## src/rtl/cdn_usb4_os_pkg.sv

```systemverilog
// USB4 ordered-set receive monitor: shared types and header constants.
package cdn_usb4_os_pkg;

  // Ordered-set classification reported on symbol_type.
  typedef enum logic [2:0] {
    OS_NONE  = 3'd0,
    OS_TS1   = 3'd1,
    OS_TS2   = 3'd2,
    OS_SLOS1 = 3'd3,
    OS_SLOS2 = 3'd4
  } os_type_e;

  // Framing states of the receive monitor.
  typedef enum logic [2:0] {
    ST_SEARCH         = 3'd0,
    ST_CAND_PAYLOAD   = 3'd1,
    ST_CAND_HEADER    = 3'd2,
    ST_LOCKED         = 3'd3,
    ST_LOCKED_PAYLOAD = 3'd4
  } rx_state_e;

  // 32-bit header identifiers for each ordered-set type.
  localparam logic [31:0] TS1_ID   = 32'h0F0F_A5A5;
  localparam logic [31:0] TS2_ID   = 32'h0F0F_5A5A;
  localparam logic [31:0] SLOS1_ID = 32'hF0F0_C3C3;
  localparam logic [31:0] SLOS2_ID = 32'hF0F0_3C3C;

  // True for the states in which the next valid word is a payload word.
  function automatic logic is_payload_state(input rx_state_e st);
    return (st == ST_CAND_PAYLOAD) || (st == ST_LOCKED_PAYLOAD);
  endfunction

endpackage

```

## src/rtl/cdn_usb4_os_id_match.sv

```systemverilog
// Combinational header classifier: exact compare of one receive word
// against the four ordered-set identifiers.
module cdn_usb4_os_id_match
  import cdn_usb4_os_pkg::*;
(
  input  logic [31:0] word,
  output os_type_e    os_type,
  output logic        match
);

  // Exact 32-bit compare; anything unrecognised is OS_NONE with no match.
  always_comb begin
    os_type = OS_NONE;
    match   = 1'b0;
    if (word == TS1_ID) begin
      os_type = OS_TS1;
      match   = 1'b1;
    end else if (word == TS2_ID) begin
      os_type = OS_TS2;
      match   = 1'b1;
    end else if (word == SLOS1_ID) begin
      os_type = OS_SLOS1;
      match   = 1'b1;
    end else if (word == SLOS2_ID) begin
      os_type = OS_SLOS2;
      match   = 1'b1;
    end
  end

endmodule

```

## src/rtl/cdn_usb4_os_rx_monitor.sv

```systemverilog
// USB4 ordered-set receive monitor. Acquires two-word ordered-set framing
// (header, payload) from an aligned parallel stream, holds lock until
// UNLOCK_COUNT consecutive bad headers, and keeps saturating per-type,
// total and error counters for ordered sets completed while locked.
module cdn_usb4_os_rx_monitor
  import cdn_usb4_os_pkg::*;
#(
  parameter int SERDES_WIDTH = 32,
  parameter int LOCK_COUNT   = 2,
  parameter int UNLOCK_COUNT = 4
) (
  input  logic                    clk,
  input  logic                    rst,
  input  logic                    pd_valid,
  input  logic [SERDES_WIDTH-1:0] pd_data,
  output logic                    symbol_lock,
  output logic [2:0]              symbol_type,
  output logic                    os_done,
  output logic [31:0]             ts1_received_count,
  output logic [31:0]             ts2_received_count,
  output logic [31:0]             slos1_received_count,
  output logic [31:0]             slos2_received_count,
  output logic [31:0]             os_count,
  output logic                    os_index,
  output logic [31:0]             err_count
);

  // Saturating +1: counters stick at all-ones instead of wrapping.
  function automatic logic [31:0] sat_inc(input logic [31:0] c);
    return (c == 32'hFFFF_FFFF) ? c : c + 32'd1;
  endfunction

  // Next-state helper so os_index always tracks the word position the
  // FSM will expect after this edge.
  function automatic logic idx_of(input rx_state_e st);
    return is_payload_state(st);
  endfunction

  rx_state_e   state_p1;
  logic [31:0] good_cnt_p1;
  logic [31:0] bad_cnt_p1;
  os_type_e    hdr_type_p1;
  logic        lock_p1;
  os_type_e    type_p1;
  logic        vld_p1;
  logic        idx_p1;
  logic [31:0] ts1_cnt_p1;
  logic [31:0] ts2_cnt_p1;
  logic [31:0] slos1_cnt_p1;
  logic [31:0] slos2_cnt_p1;
  logic [31:0] os_cnt_p1;
  logic [31:0] err_cnt_p1;

  os_type_e    id_type_p0;
  logic        id_match_p0;

  // Stage 0: classify the incoming word as a candidate header.
  cdn_usb4_os_id_match u_id_match (
    .word    (pd_data[31:0]),
    .os_type (id_type_p0),
    .match   (id_match_p0)
  );

  // Stage 1: framing FSM and counters, all updated on the deciding word.
  always_ff @(posedge clk) begin
    if (rst) begin
      state_p1     <= ST_SEARCH;
      good_cnt_p1  <= '0;
      bad_cnt_p1   <= '0;
      hdr_type_p1  <= OS_NONE;
      lock_p1      <= 1'b0;
      type_p1      <= OS_NONE;
      vld_p1       <= 1'b0;
      idx_p1       <= 1'b0;
      ts1_cnt_p1   <= '0;
      ts2_cnt_p1   <= '0;
      slos1_cnt_p1 <= '0;
      slos2_cnt_p1 <= '0;
      os_cnt_p1    <= '0;
      err_cnt_p1   <= '0;
    end else begin
      vld_p1 <= 1'b0;
      if (pd_valid) begin
        case (state_p1)
          ST_SEARCH: begin
            if (id_match_p0) begin
              good_cnt_p1 <= 32'd1;
              if (32'(LOCK_COUNT) <= 32'd1) begin
                state_p1 <= ST_LOCKED_PAYLOAD;
                idx_p1   <= idx_of(ST_LOCKED_PAYLOAD);
              end else begin
                state_p1 <= ST_CAND_PAYLOAD;
                idx_p1   <= idx_of(ST_CAND_PAYLOAD);
              end
            end
          end

          ST_CAND_PAYLOAD: begin
            state_p1 <= ST_CAND_HEADER;
            idx_p1   <= idx_of(ST_CAND_HEADER);
          end

          ST_CAND_HEADER: begin
            if (id_match_p0) begin
              good_cnt_p1 <= good_cnt_p1 + 32'd1;
              if (good_cnt_p1 + 32'd1 >= 32'(LOCK_COUNT)) begin
                state_p1 <= ST_LOCKED_PAYLOAD;
                idx_p1   <= idx_of(ST_LOCKED_PAYLOAD);
              end else begin
                state_p1 <= ST_CAND_PAYLOAD;
                idx_p1   <= idx_of(ST_CAND_PAYLOAD);
              end
            end else begin
              // Re-evaluating this word in SEARCH: it is not a header,
              // so the search simply restarts from the next word.
              good_cnt_p1 <= '0;
              state_p1    <= ST_SEARCH;
              idx_p1      <= idx_of(ST_SEARCH);
            end
          end

          ST_LOCKED: begin
            if (id_match_p0) begin
              hdr_type_p1 <= id_type_p0;
              bad_cnt_p1  <= '0;
              state_p1    <= ST_LOCKED_PAYLOAD;
              idx_p1      <= idx_of(ST_LOCKED_PAYLOAD);
            end else begin
              err_cnt_p1 <= sat_inc(err_cnt_p1);
              if (bad_cnt_p1 + 32'd1 >= 32'(UNLOCK_COUNT)) begin
                lock_p1     <= 1'b0;
                bad_cnt_p1  <= '0;
                good_cnt_p1 <= '0;
                state_p1    <= ST_SEARCH;
                idx_p1      <= idx_of(ST_SEARCH);
              end else begin
                bad_cnt_p1  <= bad_cnt_p1 + 32'd1;
                hdr_type_p1 <= OS_NONE;
                state_p1    <= ST_LOCKED_PAYLOAD;
                idx_p1      <= idx_of(ST_LOCKED_PAYLOAD);
              end
            end
          end

          ST_LOCKED_PAYLOAD: begin
            state_p1 <= ST_LOCKED;
            idx_p1   <= idx_of(ST_LOCKED);
            if (!lock_p1) begin
              // Payload of the final candidate set: lock asserts here,
              // the set itself belongs to acquisition and is not counted.
              lock_p1 <= 1'b1;
            end else begin
              vld_p1    <= 1'b1;
              type_p1   <= hdr_type_p1;
              os_cnt_p1 <= sat_inc(os_cnt_p1);
              case (hdr_type_p1)
                OS_TS1:   ts1_cnt_p1   <= sat_inc(ts1_cnt_p1);
                OS_TS2:   ts2_cnt_p1   <= sat_inc(ts2_cnt_p1);
                OS_SLOS1: slos1_cnt_p1 <= sat_inc(slos1_cnt_p1);
                OS_SLOS2: slos2_cnt_p1 <= sat_inc(slos2_cnt_p1);
                default:  ;
              endcase
            end
          end

          default: begin
            state_p1 <= ST_SEARCH;
            idx_p1   <= 1'b0;
          end
        endcase
      end
    end
  end

  assign symbol_lock          = lock_p1;
  assign symbol_type          = type_p1;
  assign os_done              = vld_p1;
  assign os_index             = idx_p1;
  assign ts1_received_count   = ts1_cnt_p1;
  assign ts2_received_count   = ts2_cnt_p1;
  assign slos1_received_count = slos1_cnt_p1;
  assign slos2_received_count = slos2_cnt_p1;
  assign os_count             = os_cnt_p1;
  assign err_count            = err_cnt_p1;

endmodule

```

## config.mk

```make
export PLATFORM = sky130hd
export DESIGN_NAME = cdn_usb4_os_rx_monitor
export DESIGN_NICKNAME = d
export VERILOG_FILES = /design/src/rtl/cdn_usb4_os_pkg.sv /design/src/rtl/cdn_usb4_os_id_match.sv /design/src/rtl/cdn_usb4_os_rx_monitor.sv
export SDC_FILE = /design/constraint.sdc
export NUM_CORES = 1
export LEC_CHECK = 0
export ABC_AREA = 1
export BUFFER_PORTS_ARGS = -buffer_cell sky130_fd_sc_hd__buf_2
export CAP_MARGIN = 20
export CORE_MARGIN = 10
export CORE_UTILIZATION = 53
export CTS_BUF_LIST = sky130_fd_sc_hd__clkbuf_16
export CTS_CLUSTER_DIAMETER = 80
export DETAILED_ROUTE_END_ITERATION = 6
export GPL_TIMING_DRIVEN = 1
export PLACE_DENSITY = 0.78
export SLEW_MARGIN = 20
export SYNTH_ARGS = -nofsm -noshare
export SYNTH_HDL_FRONTEND = slang
export SYNTH_HIERARCHICAL = 1
export SYNTH_SLANG_ARGS = --single-unit
```

## constraint.sdc

```tcl
create_clock -name clk -period 2.5 [get_ports clk]
set_input_delay 0.625 -clock clk [delete_from_list [all_inputs] [get_ports clk]]
set_output_delay 0.625 -clock clk [all_outputs]
set_load 0.05 [all_outputs]
```

-- Word level (Yosys, flattened, before mapping)
Index checks and enable logic that the tools add are counted.
- flip-flop bits (word level): 268
- bits of input ports: 35
- output and inout port bits: 198
- logic and storage cells: 103
- $add $sub $neg: 8
- order comparisons: 2
- eq/ne operators: 22
- multiplexer cells: 32
- bitwise operators: 9
- reductions and logical operators: 16
- operator list (operator ; count):
    adder 32 x 1 -> 32 bit, second input constant ; 8
    equality test 32 bit, second input constant ; 8
    two-way mux 32 bit ; 6
    one-hot mux 32 bit (3 select lines) ; 1
    equality test 32 x 28 -> 1 bit, second input constant ; 2
    two-way mux 3 bit ; 11
    >= comparator 32 x 2 -> 1 bit, second input constant ; 1
    >= comparator 32 x 3 -> 1 bit, second input constant ; 1
    AND reduction 5 bit ; 5
    one-hot mux 3 bit (5 select lines) ; 1
    equality test 3 x 2 -> 1 bit, second input constant ; 4
    AND reduction 4 bit ; 3
    two-way mux 1 bit ; 11
    inverter 1 bit ; 9
    != test 2 bit, second input constant ; 4
    equality test 3 x 1 -> 1 bit, second input constant ; 2
    equality test 3 bit, second input constant ; 2
    AND reduction 3 bit ; 2
    AND reduction 2 bit ; 2
    logical NOT 3 bit ; 1
    one-hot mux 1 bit (3 select lines) ; 1
    nonzero test 3 bit ; 1
    OR reduction 3 bit ; 1
    one-hot mux 1 bit (2 select lines) ; 1
    nonzero test 2 bit ; 1

-- Longest topological paths before layout
- depth in word-level cells: 7
- mapped depth: 21
- mapped depth without buffers: 20

-- Cells and area by module
The synthesis kept the hierarchy.
- modules (own cells, without submodules) (module ; times used ; cells each ; area an instance (sq um) ; sequential area each (sq um)):
    cdn_usb4_os_rx_monitor ; 1 ; 2472 ; 15443.6 ; 5365.1
    cdn_usb4_os_id_match ; 1 ; 93 ; 362.8 ; 0.0

-- Least setup slack after synthesis
OpenSTA, ideal clock, no wires.
- kind: input -> register
- from: in pd_data[26]
- to: reg good_cnt_p1[4]
- library setup time: 0.071 ns
- data arrival time: 2.406 ns
- data required time: 2.429 ns
- setup slack: 0.023 ns
- stages: 13
- buffers on the path: 2
- cells stage by stage: nor2_1 > nand2_1 > nor2_1 > nand2_1 > nor2_1 > nor2_1 > nand2_1 > clkbuf_1 > a21oi_1 > nor2_1 > clkbuf_1 > nand3_1 > a21oi_1
- word-level cells in the longest chain between the ends: 7
- elaborated cells between the ends (all ways): 13
- those cells by class: 6 x eq/ne; 6 x mux; 1 x reduce/logical
- ends and longest elaborated chain (item ; RTL line ; source):
    start: declaration ; cdn_usb4_os_rx_monitor.sv:15 ; input logic [SERDES_WIDTH-1:0] pd_data,
    equality test 32 bit ; cdn_usb4_os_id_match.sv:24 ; end else if (word == SLOS2_ID) begin
    two-way mux 1 bit ; cdn_usb4_os_id_match.sv:24 ;
    two-way mux 1 bit ; cdn_usb4_os_id_match.sv:21 ; end else if (word == SLOS1_ID) begin
    two-way mux 1 bit ; cdn_usb4_os_id_match.sv:18 ; end else if (word == TS2_ID) begin
    two-way mux 1 bit (*) ; cdn_usb4_os_id_match.sv:15 ; if (word == TS1_ID) begin
    via id_match_p0 ; cdn_usb4_os_rx_monitor.sv:55 ; logic id_match_p0;
    != test 2 bit (no line) / two-way mux 32 bit (equally long branches) ; - ;
    AND reduction 5 bit (no line) / one-hot mux 32 bit (3 select lines) (equally long branches) ; - ;
    end signal: assignment ; cdn_usb4_os_rx_monitor.sv:105 ; good_cnt_p1 <= good_cnt_p1 + 32'd1;
    end: declaration ; cdn_usb4_os_rx_monitor.sv:40 ; logic [31:0] good_cnt_p1;
The timed path passes the listed nets; every way through them passes the cells marked *.
A chain may end at the register's enable or synchronous reset.

-- Worst setup path in the final report
- from: reg bad_cnt_p1[0]
- to: reg good_cnt_p1[19]
- word-level cells in the longest chain between the ends: 4
- ends and longest elaborated chain (item ; RTL line ; source):
    start: declaration ; cdn_usb4_os_rx_monitor.sv:41 ; logic [31:0] bad_cnt_p1;
    start signal: assignment ; cdn_usb4_os_rx_monitor.sv:137 ; bad_cnt_p1 <= bad_cnt_p1 + 32'd1;
    adder 32 x 1 -> 32 bit ; cdn_usb4_os_rx_monitor.sv:130 ; if (bad_cnt_p1 + 32'd1 >= 32'(UNLOCK_COUNT)) begin
    >= comparator 32 x 3 -> 1 bit ; cdn_usb4_os_rx_monitor.sv:130 ;
    != test 2 bit (no line) ; - ;
    AND reduction 5 bit (no line) ; - ;
No other way between the ends.

==> flow_results.xml <==
<?xml version="1.0" encoding="UTF-8"?>
<metrics>
  <group name="global_routing">
    <metric name="grt_util_all_layers" unit="%">26.3</metric>
    <metric name="grt_first_pass_wirelength" unit="mm">82.2</metric>
    <metric name="antenna_found_initial" unit="">1</metric>
    <metric name="number_of_global_route_vias_before_repair" unit="">17100</metric>
    <metric name="grt_remaining_overflow" unit="">0</metric>
    <metric name="grt_max_degree" unit="">151</metric>
  </group>
  <group name="synthesis">
    <metric name="syn_nets" unit="">2609</metric>
    <metric name="commonest_cells_in_the_netlist" unit="">745 x nand2_1, 358 x nor2_1, 305 x inv_1</metric>
    <metric name="synth_edf_count" unit="">0</metric>
    <metric name="synth_ff_type" unit="">dfxtp_1</metric>
    <metric name="synth_area_per_inst" unit="µm²">6.16</metric>
    <metric name="post-synth-top-count-cell" unit="">nand2_1</metric>
    <metric name="synthesized_instance_count" unit="">2565</metric>
    <metric name="yosysUniqueCellTypes" unit="">45</metric>
    <metric name="syn-cell-area" unit="µm²">15800</metric>
    <metric name="proportion_of_synthesized_flip_flops_having_asynchronous_set_or_reset" unit="%">0</metric>
    <metric name="synth-warning-count" unit="">6</metric>
    <metric name="yosysTopAreaCell" unit="">dfxtp_1</metric>
    <metric name="synth_top_area_share" unit="%">33.9</metric>
    <metric name="synth.yosys.seq_area_share" unit="%">33.9</metric>
    <metric name="yosys-top-cells-area" unit="">dfxtp_1 34%, nand2_1 18%, nor2_1 8.5%, inv_1 7.2%, a21oi_1 6.0%</metric>
    <metric name="yosys_register_bits" unit="">268</metric>
  </group>
  <group name="routing">
    <metric name="firstDrtPassIters" unit="">5</metric>
    <metric name="count_of_vias_placed_by_the_detailed_router" unit="">18000</metric>
    <metric name="avgViaCountPerCell" unit="">5.45</metric>
    <metric name="finalWirelength" unit="mm">51.2</metric>
    <metric name="ant_nets" unit="">0</metric>
    <metric name="drt_drc_violations_left" unit="">0</metric>
    <metric name="first_drt_iteration_drcs" unit="">1337</metric>
    <metric name="wl_per_cell" unit="µm">15.5</metric>
  </group>
  <group name="power_and_ir_drop">
    <metric name="worst_ir_drop_vdd" unit="mV">0.633</metric>
    <metric name="p_clk_share" unit="%">52.3</metric>
    <metric name="power.static_leakage" unit="nW">7.92</metric>
    <metric name="cellInternalPower" unit="mW">7.29</metric>
    <metric name="power.sequential.fraction" unit="%">45.7</metric>
    <metric name="switching_share" unit="%">21.9</metric>
    <metric name="power.share.combinational" unit="%">2.0</metric>
    <metric name="power.switching" unit="mW">2.04</metric>
    <metric name="power-per-cell-area" unit="nW/µm²">479</metric>
    <metric name="fin_total_pwr" unit="mW">9.34</metric>
  </group>
  <group name="timing">
    <metric name="finalHoldViolations" unit="">0</metric>
    <metric name="finalMaxSlewViolations" unit="">0</metric>
    <metric name="postLayoutSetupSlackWorst" unit="ps">87.2</metric>
    <metric name="finClkSkew" unit="ps">18.7</metric>
    <metric name="worst_slew_pin_slew" unit="ps">768</metric>
    <metric name="hold-worst-slack" unit="ps">462</metric>
    <metric name="period_minus_slack" unit="ps">2410</metric>
    <metric name="clock.fmax" unit="GHz">0.414</metric>
    <metric name="count_of_endpoints_failing_setup_in_the_final_report" unit="">0</metric>
    <metric name="setup-tns-final" unit="ps">0</metric>
    <metric name="layout_worst_path_cycle_share" unit="%">96.5</metric>
    <metric name="grt_setup_unrepaired" unit="">true</metric>
    <metric name="max_slew_margin" unit="%">48.8</metric>
  </group>
  <group name="placed_design">
    <metric name="port_buffers" unit="">232</metric>
    <metric name="place_congestion" unit="">0.985</metric>
    <metric name="numPlacedInstances" unit="">3235</metric>
    <metric name="dp.final_hpwl" unit="mm">38.7</metric>
    <metric name="detailed_place.area" unit="µm²">18100</metric>
    <metric name="dpl_worst_slack" unit="ps">-74.1</metric>
  </group>
  <group name="floorplan">
    <metric name="initial_utilization" unit="%">53.5</metric>
    <metric name="dieWidth" unit="µm">193</metric>
    <metric name="die-area" unit="µm²">37100</metric>
    <metric name="boundaryPins" unit="">233</metric>
    <metric name="core_region_area" unit="µm²">29600</metric>
    <metric name="rows" unit="">63</metric>
    <metric name="die_height" unit="µm">193</metric>
  </group>
  <group name="setup_path">
    <metric name="worst-setup-path-type" unit="">flop to flop</metric>
    <metric name="critical_path_arrival" unit="ps">2870</metric>
    <metric name="timing.reg2reg.worst_path_depth" unit="">19</metric>
    <metric name="required_arrival_time_at_the_worst_endpoint" unit="ps">2960</metric>
    <metric name="setup.worst_path.start_class" unit="">flop</metric>
    <metric name="endpoint_kind" unit="">flop</metric>
    <metric name="crit_fanout" unit="">13</metric>
  </group>
  <group name="clock_network">
    <metric name="tritoncts" unit="">yes</metric>
    <metric name="clock_sink_count" unit="">268</metric>
    <metric name="numCtsBuffers" unit="">30</metric>
    <metric name="cts_max_level" unit="">1</metric>
    <metric name="cts.root.buffer_cell" unit="">clkbuf_16</metric>
    <metric name="cts_hold_buffers" unit="">0</metric>
    <metric name="clock_insertion_delay_worst_skew" unit="ps">570</metric>
    <metric name="cts_buffer_depth" unit="">3</metric>
    <metric name="cts.clk_slew.worst_paths" unit="ps">70</metric>
  </group>
  <group name="cells_and_area">
    <metric name="fin_cells" unit="">3298</metric>
    <metric name="final_core_occ" unit="%">65.9</metric>
    <metric name="drive_gt1_share" unit="%">16.9</metric>
    <metric name="finish.instance_area" unit="µm²">19500</metric>
    <metric name="final_net_count" unit="">2928</metric>
    <metric name="areaGrowthSynthToFinish" unit="%">23.2</metric>
  </group>
  <group name="run_status">
    <metric name="outcome" unit="">completed</metric>
  </group>
  <group name="worst_hold_path">
    <metric name="hold_path.class" unit="">flop to flop</metric>
    <metric name="min_path_cells" unit="">2</metric>
  </group>
  <group name="run">
    <metric name="drv.max_cap_violation_count" unit="">0</metric>
  </group>
</metrics>
[logic make-up after synthesis]
logic type               after synthesis  share of synthesized area, %
AND/OR/NAND/NOR                     1531                          41.7
buffers and inverters                370                          9.00
AO/OA/AOI/OAI                        306                          10.2
flip-flops                           268                          33.9
XOR/XNOR                              81                          4.49
adder cells (fa/ha/maj)                9                         0.712
[final cells by class]
cell class                 count  area (µm²)
antenna                        1        2.50
clock buffer                  31         776
clock inverter                24         304
fill                        2739       10100
inverter                     313        1180
multi-input combinational   1927        9250
sequential                   268        5370
tap                          390         488
timing repair buffer         344        2100
[registers in the layout (all words and copies together) (netlist names)]
signal	flops
symbol_type	3
bad_cnt_p1	32
hdr_type_p1	3
slos1_received_count	32
slos2_received_count	32
state_p1	3
ts1_received_count	32
symbol_lock	1
os_index	1
os_count	32
err_count	32
os_done	1
good_cnt_p1	32
ts2_received_count	32
[routing by layer]
metal | wire length [µm] | part of all wire, % | vias up | GRT usage [%]
met1 | 21500 | 42 | 8250 | 32.7
met5 | 0 | 0 | - | 0
met2 | 23600 | 46 | 665 | 43.3
li1 | - | - | 8927 | -
met4 | 1960 | 3.8 | 0 | 10.1
met3 | 4200 | 8.2 | 132 | 6.07
[worst paths after layout]
check	startpoint	endpoint	slack (ps)
hold reg to reg	symbol_type[1]$_SDFFE_PP0P_	symbol_type[1]$_SDFFE_PP0P_	460
setup reg to reg	bad_cnt_p1[0]$_SDFFE_PP0P_	good_cnt_p1[19]$_SDFFE_PP0P_	90
setup / recovery	bad_cnt_p1[0]$_SDFFE_PP0P_	good_cnt_p1[19]$_SDFFE_PP0P_	90
hold / removal	symbol_type[1]$_SDFFE_PP0P_	symbol_type[1]$_SDFFE_PP0P_	460
[power by group through the flow]
stage / sequential [mW] / combinational [mW] / clock, mW
2_1_floorplan: 4.36 / 0.106 / 0
3_3_place_gp: 4.36 / 0.176 / 0
3_5_place_dp: 4.36 / 0.181 / 0
4_1_cts: 4.27 / 0.181 / 4.93
5_1_grt: 4.27 / 0.206 / 5.08
6_report: 4.27 / 0.183 / 4.88
[cells in the final DEF (no fill, tap or decap), types with 68 or more instances in the layout]
master,instances
nand4_1,68
nand3_1,135
nor2_1,335
o21ai_0,85
nor3_1,121
dfxtp_1,262
buf_2,231
a21oi_1,184
buf_4,104
nand2_1,729
inv_1,306
[repair_timing]
item,CTS,global route
gates cloned,0,2
endpoints found under the setup margin,15,121
pin swaps,0,13
gates resized for setup,2,75
setup buffers,0,5
[worst max-delay path, stage by stage (launching register included)]
cell	delay [ps]
dfxtp_2	370
ha_4	160
nand3_1	170
nor2_1	190
nand3_1	100
nand2_1	70
nand2_1	50
nor2_1	110
nand2_1	80
nor2_1	90
nand2_1	100
nor2_4	140
nand2_2	100
nand2_2	80
nand2_4	70
nand2_8	110
clkbuf_16	180
nand2_2	50
nand2_1	50
nor2_1	40
Power figures use the tool's default switching activity.
